$ cat src/rtl/instruction_fetch_unit.sv
// rtl/instruction_fetch_unit.sv - PC owner and IF/ID stage register for the ARM-subset pipeline
// Optional FETCH_PERF_EN adds fetch_count/bubble_count performance counters.
module instruction_fetch_unit #(
  parameter logic [31:0] RESET_PC = 32'h0000_0000,
  parameter logic [31:0] NOP_WORD = 32'h0000_0000
) (
  input  logic        clock,
  input  logic        reset,
  input  logic        freeze,
  input  logic        flush,
  input  logic        branch_taken,
  input  logic [31:0] branch_address,
  output logic [31:0] imem_address,
  input  logic [31:0] imem_instruction,
  output logic [31:0] if_pc,
  output logic [31:0] if_instruction,
`ifdef FETCH_PERF_EN
  output logic [31:0] fetch_count,
  output logic [31:0] bubble_count,
`endif
  output logic        if_valid
);

  typedef enum logic [1:0] {RUN, HOLD, REDIRECT} state_t;

  state_t      state_q;
  state_t      state_d;
  logic [31:0] pc;
  logic [31:0] pc_plus4;
  logic        do_branch;
  logic        do_flush;
  logic        do_fetch;

  always_ff @(posedge clock) begin
    if (reset) state_q <= RUN;
    else       state_q <= state_d;
  end

  always_comb begin
    state_d = RUN;
    case (state_q)
      RUN, HOLD, REDIRECT: begin
        if (branch_taken)  state_d = REDIRECT;
        else if (flush)    state_d = RUN;
        else if (freeze)   state_d = HOLD;
        else               state_d = RUN;
      end
      default: state_d = RUN;
    endcase
  end

  // Control decode follows the edge priority branch > flush > freeze > fetch.
  always_comb begin
    imem_address = {2'b00, pc[31:2]};
    pc_plus4     = pc + 32'd4;
    do_branch    = branch_taken;
    do_flush     = !branch_taken && flush;
    do_fetch     = !branch_taken && !flush && !freeze;
  end

  // Bubbles latch NOP_WORD so an undefined read during redirect never reaches decode.
  always_ff @(posedge clock) begin
    if (reset) begin
      pc             <= RESET_PC & ~32'd3;
      if_pc          <= 32'd0;
      if_instruction <= NOP_WORD;
      if_valid       <= 1'b0;
    end else if (do_branch) begin
      pc             <= branch_address & ~32'd3;
      if_instruction <= NOP_WORD;
      if_valid       <= 1'b0;
    end else if (do_flush) begin
      if_instruction <= NOP_WORD;
      if_valid       <= 1'b0;
    end else if (do_fetch) begin
      pc             <= pc_plus4;
      if_pc          <= pc_plus4;
      if_instruction <= imem_instruction;
      if_valid       <= 1'b1;
    end
  end

`ifdef FETCH_PERF_EN
  always_ff @(posedge clock) begin
    if (reset) begin
      fetch_count  <= 32'd0;
      bubble_count <= 32'd0;
    end else if (do_branch || do_flush) begin
      bubble_count <= bubble_count + 32'd1;
    end else if (do_fetch) begin
      fetch_count  <= fetch_count + 32'd1;
    end
  end
`endif

endmodule

$ cat config.mk
export PLATFORM = sky130hd
export DESIGN_NAME = instruction_fetch_unit
export DESIGN_NICKNAME = d
export VERILOG_FILES = /design/src/rtl/instruction_fetch_unit.sv
export SDC_FILE = /design/constraint.sdc
export NUM_CORES = 1
export LEC_CHECK = 0
export BUFFER_PORTS_ARGS = -buffer_cell sky130_fd_sc_hd__buf_4
export CORE_UTILIZATION = 32
export CTS_BUF_LIST = sky130_fd_sc_hd__clkbuf_8
export DETAILED_ROUTE_END_ITERATION = 6
export HOLD_SLACK_MARGIN = 0.15
export PLACE_DENSITY = 0.63
export SETUP_SLACK_MARGIN = 0.2
export SLEW_MARGIN = 5
export SYNTH_ARGS = -nofsm -noshare
export SYNTH_HDL_FRONTEND = slang
export SYNTH_SLANG_ARGS = --single-unit
$ cat constraint.sdc
create_clock -name clock -period 5.7 [get_ports clock]
set_input_delay 0.285 -clock clock [delete_from_list [all_inputs] [get_ports clock]]
set_output_delay 0.285 -clock clock [all_outputs]
set_load 0.02 [all_outputs]
==> impl_results.md, run 1 <==
* Crit path kind: reg -> reg
* Slew @ Worst Pin at 1.040 ns
* Post-synth design cell area at 4438 um2
* Chip width at 119.8 um
* Post-Synth Adder-Cell Area at 0.2819%
* Cell mode on critical path: or4_1
* Core area at 13400 um2
* P_sw at 0.4356 mW
* CP top delay family: simple AND/OR/NAND/NOR gates
* Endpoints failing setup at 0
* Fillers at 1326
* EDFF count, synth at 0
* Peak Freq at 345.4 MHz
* Row cnt at 42
* GRT Util Overall at 19.47%
* Data arrival time of the critical path at 3.18 ns
* Worst stage delay on the critical path at 0.91 ns
* Maximum VDD drop at 114.7 uV
* Logic pwr share at 16.7%
* Final period demand of the worst path at 2.896 ns
* TritonCTS Sinks at 93
* CP max FO at 18
* WHS at 0.1682 ns
* Sequential area share after synthesis at 41.95%
* Combinational family with the most area after synthesis: compound AO/OA/AOI/OAI gates
* RD Place Congestion at 0.7964
* Final hold vios at 0
* Unrepaired setup endpoints after global routing: no
* Switching Fraction at 31.25%
* Share of total power in sequential cells at 52.0%
* H-tree depth at 3
* Nets at 700
* Pre-antenna DRT Iters at 5
* Lkg Pwr at 2.265 nW
* Per-cell routed wire length at 17.22 um
* Vias in the first global route at 4183
* Yosys reg bits at 93
* Clock Skew at 0.006803 ns
* # DRC at 0
* Area contributors post-synth: dfxtp_1 42%, o221a_2 8.1%, a211oi_1 4.1%
* Crit path capture type: flop
* Worst Setup Start Kind: flop
* Largest net degree at the start of global routing at 63
* DP HPWL at 9.592 mm
* Synth top cells by count: 93 x dfxtp_1, 47 x nor2_1, 36 x clkbuf_1
* Netlist cell types at 48
* Mux cell area share after synthesis at 0%
* Pins Over Slew Limit at 0
* Die Area at 14340 um2
* Yosys warning total at 0
* CTS tree: built
* Hold Crit Class: in -> reg
* WL final at 13.97 mm
* Power per Cell Area at 234.3 nW/um2
* Initial antenna violation count at 0
* Starting DRT DRC Count at 262
* Post-route setup TNS at 0 ns
* Clock root buffer master: clkbuf_8
* Internal power at 0.9583 mW
* Clock power frac at 31.3%
* Syn avg cell area at 8.930 um2
* Clock transition at path regs at 0.11 ns
* Die height at 119.8 um
* Cells after Synth at 497
* Final Util at 44.39%
* Slew HR at 30.62%
* Compound-Gate Fraction of Synth Area at 25.82%
* Grt total ovfl at 0
* Fraction of layout cells with a size suffix above 1 at 34.33%
* Number of buffers created by CTS at 9
* WP buf/inv at 0
* Max_cap viols at 0
* Vias per cell at 5.598
* Outcome: completed
* ANT cells at 0
* Simple-Gate Fraction of Synth Area at 22.27%
* PortBufs at 159
* Slowest cell on the critical path: or4_1
* Most used DFF post-synth: dfxtp_1
* Global-route wire length before repair at 22.08 mm
* CP cell instances: ha_1 -> nand3_1 -> or4_1 -> or4_1 -> a311oi_1
* Share of the synthesized area in the top cell type at 41.95%
* Pwr Total at 1.394 mW
* CP required at 5.98 ns
* Post-synth top area cell: dfxtp_1
* Initial Utilization at 33.12%
* Most frequent cell after synthesis: dfxtp_1
* Tcrit/Tclk final at 50.80%
* Clock buffer depth at 2
* Async set-reset flop share out of synthesis at 0%
* P&R area growth vs syn at 34.03%
* IO Pins at 166
* Clk_lat worst skew at 0.37 ns
* Post-Synth XOR/XNOR Area at 4.144%
* Routed Antenna Nets at 0
* Routed vias at 4540
-- what timing repair did --
item	4_1_cts	5_1_grt
gates resized for setup	0	0
endpoints found under the hold margin	0	8
hold buffers	0	8
buffers inserted	0	0
-- layer usage --
layer | global-route usage (%) | wire [um] | vias to the layer above
met3 | 4.135 | 791 | 22
met2 | 30.64 | 6606 | 162
met5 | 0 | 0 | -
met1 | 25.81 | 6250 | 2169
li1 | - | - | 2187
met4 | 7.891 | 318 | 0
-- cell type report --
| class | count | area, um2 | share of cell area [%] |
|---|---|---|---|
| repair buffers | 171 | 1304 | 21.92 |
| flip-flops and latches | 93 | 1862 | 31.30 |
| well taps | 176 | 220.2 | 3.702 |
| clock buffers | 9 | 123.9 | 2.082 |
| clock inverters | 7 | 63.81 | 1.073 |
| multi-input cells | 350 | 2356 | 39.61 |
| inverters | 5 | 18.77 | 0.3155 |
-- power by group through the flow --
stage / logic, mW / clock network (mW) / registers, mW
2_1_floorplan: 0.0951 / 0 / 0.761
3_3_place_gp: 0.226 / 0 / 0.737
3_5_place_dp: 0.229 / 0 / 0.739
4_1_cts: 0.229 / 0.447 / 0.724
5_1_grt: 0.250 / 0.477 / 0.731
6_report: 0.233 / 0.436 / 0.725
-- flip-flops by register name (all words and copies together), names as in the netlist --
register / flops
if_instruction: 32
if_valid: 1
if_pc: 30
pc: 30
-- final timing paths --
kind                            slack [ns]  cells after the start                        endpoint                   from
worst max register to register        2.80                      5          if_pc[26]$_SDFFE_PP0P_     pc[2]$_SDFFE_PP0P_
worst min-delay path                  0.17                      2  if_instruction[9]$_SDFFE_PP0P_    imem_instruction[9]
worst min register to register        0.47                      2           if_pc[3]$_SDFFE_PP0P_  if_pc[3]$_SDFFE_PP0P_
worst max-delay path                  2.80                      5          if_pc[26]$_SDFFE_PP0P_     pc[2]$_SDFFE_PP0P_
-- through the flow --
stage	cell area (um2)	std cells	setup WS [ns]
final	5948	811	2.804
after global routing	5948	811	2.562
after CTS	5868	803	2.805
after detailed placement	5680	787	2.835
after global placement	5680	787	2.860
after floorplan	4449	500	3.363
-- worst register-to-register path: cells and delay by family, from the launching register on --
kind | cells | cell delay [ns]
AOI/OAI and AO/OA | 1 | 0.25
and+or+nand+nor | 3 | 1.83
DFF | 1 | 0.47
adders and majority gates | 1 | 0.27
-- cells by family after synthesis --
family,Yosys count
AO/OA/AOI/OAI,141
XOR/XNOR,21
other,1
flip-flops,93
AND/OR/NAND/NOR,183
buffers and inverters,57
adder cells (fa/ha/maj),1
-- cells in the final DEF, fill, tap and decap left out, drive strengths merged, types with 3 or more instances in the layout --
master and n:
a21o 3, a31oi 5, nand2 27, xor2 7, nor2 47, o211ai 3
o31ai 10, o311ai 3, nand3 14, and4 6, conb 4, clkbuf 9
dlygate4sd3 8, a311oi 19, dfxtp 93, and3 6, or4 16, nor3 13
and2 3, a211oi 24, a21oi 8, o221a 32, nand4 17, o2111ai 4
nor4 10, or3 19, xnor2 14, buf 163, inv 8, o21ai 21
Power figures use the tool's default switching activity.
==> inputs of run 2 (changes only) <==
--- a/config.mk
+++ b/config.mk
@@ -5,12 +5,13 @@
 export SDC_FILE = /design/constraint.sdc
 export NUM_CORES = 1
 export LEC_CHECK = 0
+export ABC_AREA = 1
 export BUFFER_PORTS_ARGS = -buffer_cell sky130_fd_sc_hd__buf_4
 export CORE_UTILIZATION = 32
 export CTS_BUF_LIST = sky130_fd_sc_hd__clkbuf_8
 export DETAILED_ROUTE_END_ITERATION = 6
 export HOLD_SLACK_MARGIN = 0.15
-export PLACE_DENSITY = 0.63
+export PLACE_DENSITY = 0.64
 export SETUP_SLACK_MARGIN = 0.2
 export SLEW_MARGIN = 5
 export SYNTH_ARGS = -nofsm -noshare
==> constraint.sdc (replaced) <==
create_clock -name clock -period 2.9 [get_ports clock]
set_input_delay 0.145 -clock clock [delete_from_list [all_inputs] [get_ports clock]]
set_output_delay 0.145 -clock clock [all_outputs]
set_load 0.02 [all_outputs]
==> run 2 against run 1 <==
Compared with the run above:
- clock-buffer cell count stayed put
- critical endpoint is now pc[4]$_SDFFE_PP0P_
- utilization grew 5.1 points
- global-route usage rose by 0.98 points
- design area grew 5.3%
- first-iteration DRC count is 2.3% lower
- via count is 3.2% higher
- clock skew is 0.0070 ns higher
- sequential share of layout area fell by 1.6 points
- die area down 6.0%
- non-clock buffer count grew 56
- wire length decreased by 4.1%
==> impl_results.md, run 2 <==
* Outcome: completed
* Clk_lat worst skew at 0.38 ns (about the same)
* Pre-CTS WS at 1.003 ns (-1.832 ns)
* Hold Crit Class: in -> reg
* Final Util at 49.45% (+5.1 points)
* Async set-reset flop share out of synthesis at 0% (unchanged)
* Routed vias at 4686 (+3.2%)
* Global-route wire length before repair at 21.09 mm (-4.5%)
* Synth top cells by count: 224 x nand2_1, 93 x dfxtp_1, 84 x a21oi_1
* CTS tree: built
* Setup repair bufs after CTS at 0 (unchanged)
* Most frequent cells in the layout: 224 x nand2_1, 163 x buf_4, 93 x dfxtp_1
* CP top delay family: buffers and inverters
* Pins Over Slew Limit at 0 (unchanged)
* WP buf/inv at 6 (+6)
* Syn avg cell area at 6.656 um2 (-25%)
* WHS at 0.2282 ns (+0.05997 ns)
* Clock Skew at 0.01384 ns (+0.007034 ns)
* Core area at 12670 um2 (-5.4%)
* Power per Cell Area at 407.6 nW/um2 (+74%)
* WL final at 13.39 mm (-4.1%)
* Worst Setup Start Kind: input pin
* Lkg Pwr at 2.636 nW (+16%)
* Clock root buffer master: clkbuf_8
* Max_cap viols at 0 (unchanged)
* Worst R2R Setup Slack at 1.09 ns (-1.71 ns)
* Clock transition at path regs at 0.09 ns (-0.02 ns)
* Endpoints failing setup at 0 (unchanged)
* Clock buffer depth at 2 (unchanged)
* Met1 Use GR at 25.89% (+0.075 points)
* Fin worst setup slack at 0.5828 ns (-2.222 ns)
* RD Place Congestion at 0.8213 (+3.1%)
* Row cnt at 41 (-2.4%)
* Data arrival time of the critical path at 2.61 ns (-0.57 ns)
* Peak Freq at 431.6 MHz
* Global-route track usage on met3 at 5.189% (+1.1 points)
* Slew HR at 50.28% (+20 points)
* Fillers at 1255 (-5.4%)
* Starting DRT DRC Count at 256 (-2.3%)
* Die height at 116.1 um (-3.1%)
* Cell mode on critical path: nand2_1
* Nets at 904 (+29%)
* # hold bufs at CTS at 64 (+64)
* # DRC at 0 (unchanged)
* Grt total ovfl at 0 (unchanged)
* Most frequent cell after synthesis: nand2_1
* Largest register FFs at 32 (unchanged)
* Regs by FF count: if_instruction x32, if_pc x30, pc x30
* GRT Util Overall at 20.45% (+0.98 points)
* Fraction of layout cells with a size suffix above 1 at 22.20% (-12 points)
* Vias in the first global route at 4292 (+2.6%)
* Routed Antenna Nets at 0 (unchanged)
* Crit path capture type: flop
* Pre-antenna DRT Iters at 5 (unchanged)
* EDFF count, synth at 0 (unchanged)
* Crit path kind: in -> reg
* TritonCTS Sinks at 93 (unchanged)
* IO Pins at 166 (unchanged)
* Per-cell routed wire length at 13.26 um (-23%)
* Post-DP Area at 5460 um2 (-3.9%)
* Yosys warning total at 0 (unchanged)
* Share of the synthesized area in the top cell type at 44.68% (+2.7 points)
* Cells after Synth at 626 (+26%)
* Final hold vios at 0 (unchanged)
* Post-route setup TNS at 0 ns (unchanged)
* Vias per cell at 4.640 (-17%)
* Met2 Usage GRT at 33.17% (+2.5 points)
* P&R area growth vs syn at 50.39%
* H-tree depth at 3 (unchanged)
* Maximum VDD drop at 281.4 uV (+150%)
* Busiest grt layer: met2
* Post-synth design cell area at 4166 um2 (-6.1%)
* PortBufs at 159 (unchanged)
* Slowest cell on the critical path: nand2_1
* Chip width at 116.1 um (-3.1%)
* Initial antenna violation count at 0 (unchanged)
* Netlist cell types at 22 (-54%)
* Initial Utilization at 32.88% (-0.24 points)
* Slew @ Worst Pin at 0.7440 ns (-0.2956 ns)
* Reg with most FFs: if_instruction
* Most used DFF post-synth: dfxtp_1
* CP cell instances: dlygate4sd3_1 -> buf_4 -> nor3_4 -> inv_2 -> nand2_1 -> inv_2 -> nand2_1 -> nand3_1 -> nand2_1 -> dlygate4sd3_1 -> inv_1
* Die Area at 13480 um2 (-6.0%)
* Worst stage delay on the critical path at 0.55 ns (-0.36 ns)
* Unrepaired setup endpoints after global routing: no
* Final period demand of the worst path at 2.317 ns
* DP HPWL at 8.886 mm (-7.4%)
* Largest net degree at the start of global routing at 65 (+3.2%)
* Sequential area share after synthesis at 44.68% (+2.7 points)
* CP required at 3.19 ns (-2.79 ns)
* CP max FO at 21 (+3)
* Number of buffers created by CTS at 9 (unchanged)
* Post-CTS sizing at 0 (unchanged)
* Yosys reg bits at 93 (unchanged)
* Area contributors post-synth: dfxtp_1 45%, nand2_1 20%, a21oi_1 10%
* Most common cell after layout, fill and taps aside: nand2_1
* Cell area after layout at 6266 um2 (+5.3%)
* Post-synth top area cell: dfxtp_1
* ANT cells at 0 (unchanged)
* Tcrit/Tclk final at 79.90%
-- run 2: cell types whose count changed after synthesis, moves of 21 or more --
cell	before	now
a211oi_1	24	0
a21oi_1	8	84
clkbuf_1	36	15
inv_1	4	58
nand2_1	27	224
nand3_1	14	42
o221a_2	32	0
-- run 2: path summary, 6_finish.rpt --
| check | from | end | cells past startpoint |
|---|---|---|---|
| max | freeze | pc[4]$_SDFFE_PP0P_ | 11 |
| min | branch_taken | pc[5]$_SDFFE_PP0P_ | 3 |
| min reg2reg | if_pc[16]$_SDFFE_PP0P_ | if_pc[16]$_SDFFE_PP0P_ | 2 |
| max reg2reg | pc[3]$_SDFFE_PP0P_ | if_pc[30]$_SDFFE_PP0P_ | 9 |
-- run 2: cells by family (layout without fill, tap and decap cells) --
group	count (synthesis)	count (layout)	share of synthesized area, %
compound gates	123	123	15.04
xor+xnor	2	2	0.4205
fa+ha+maj	1	1	0.3003
buf+inv	93	302	9.159
flops	93	93	44.68
other cells	1	4	0.09000
simple gates	313	313	30.30
-- run 2: per-layer routing --
metal,share of wire [%],vias up
met5,0,-
met4,1.7,0
met3,7.2,14
met2,46,168
met1,45,2111
li1,-,2393
-- run 2: power by group --
group          internal [mW]  switching [mW]
Sequential              1.31          0.0430
Clock                  0.305           0.487
Combinational          0.202           0.205
-- run 2: area by class of cell --
cell class                 instances  area [um2]  area share [%]
sequential                        93        1862           29.71
clock inverter                     6       41.29          0.6589
tap                              172       215.2           3.434
timing repair buffer             227        1864           29.75
multi-input combinational        443        1934           30.87
inverter                          60       225.2           3.594
clock buffer                       9       123.9           1.977
-- run 2: through the flow --
stage	std cells	power (mW)
final	1010	2.554
after global routing	1010	2.679
after CTS	1010	2.578
after detailed placement	931	1.723
after global placement	931	1.720
after floorplan	629	1.557
-- run 2: worst register-to-register path: stages (launching register included) --
cell and delay [ns]:
dfxtp_1 0.42, ha_1 0.22, nand2_1 0.11, nor2_4 0.15, nand2_1 0.16, nor2_1 0.26
nand2_1 0.08, nand2_1 0.06, nand3_1 0.10, a21oi_1 0.18
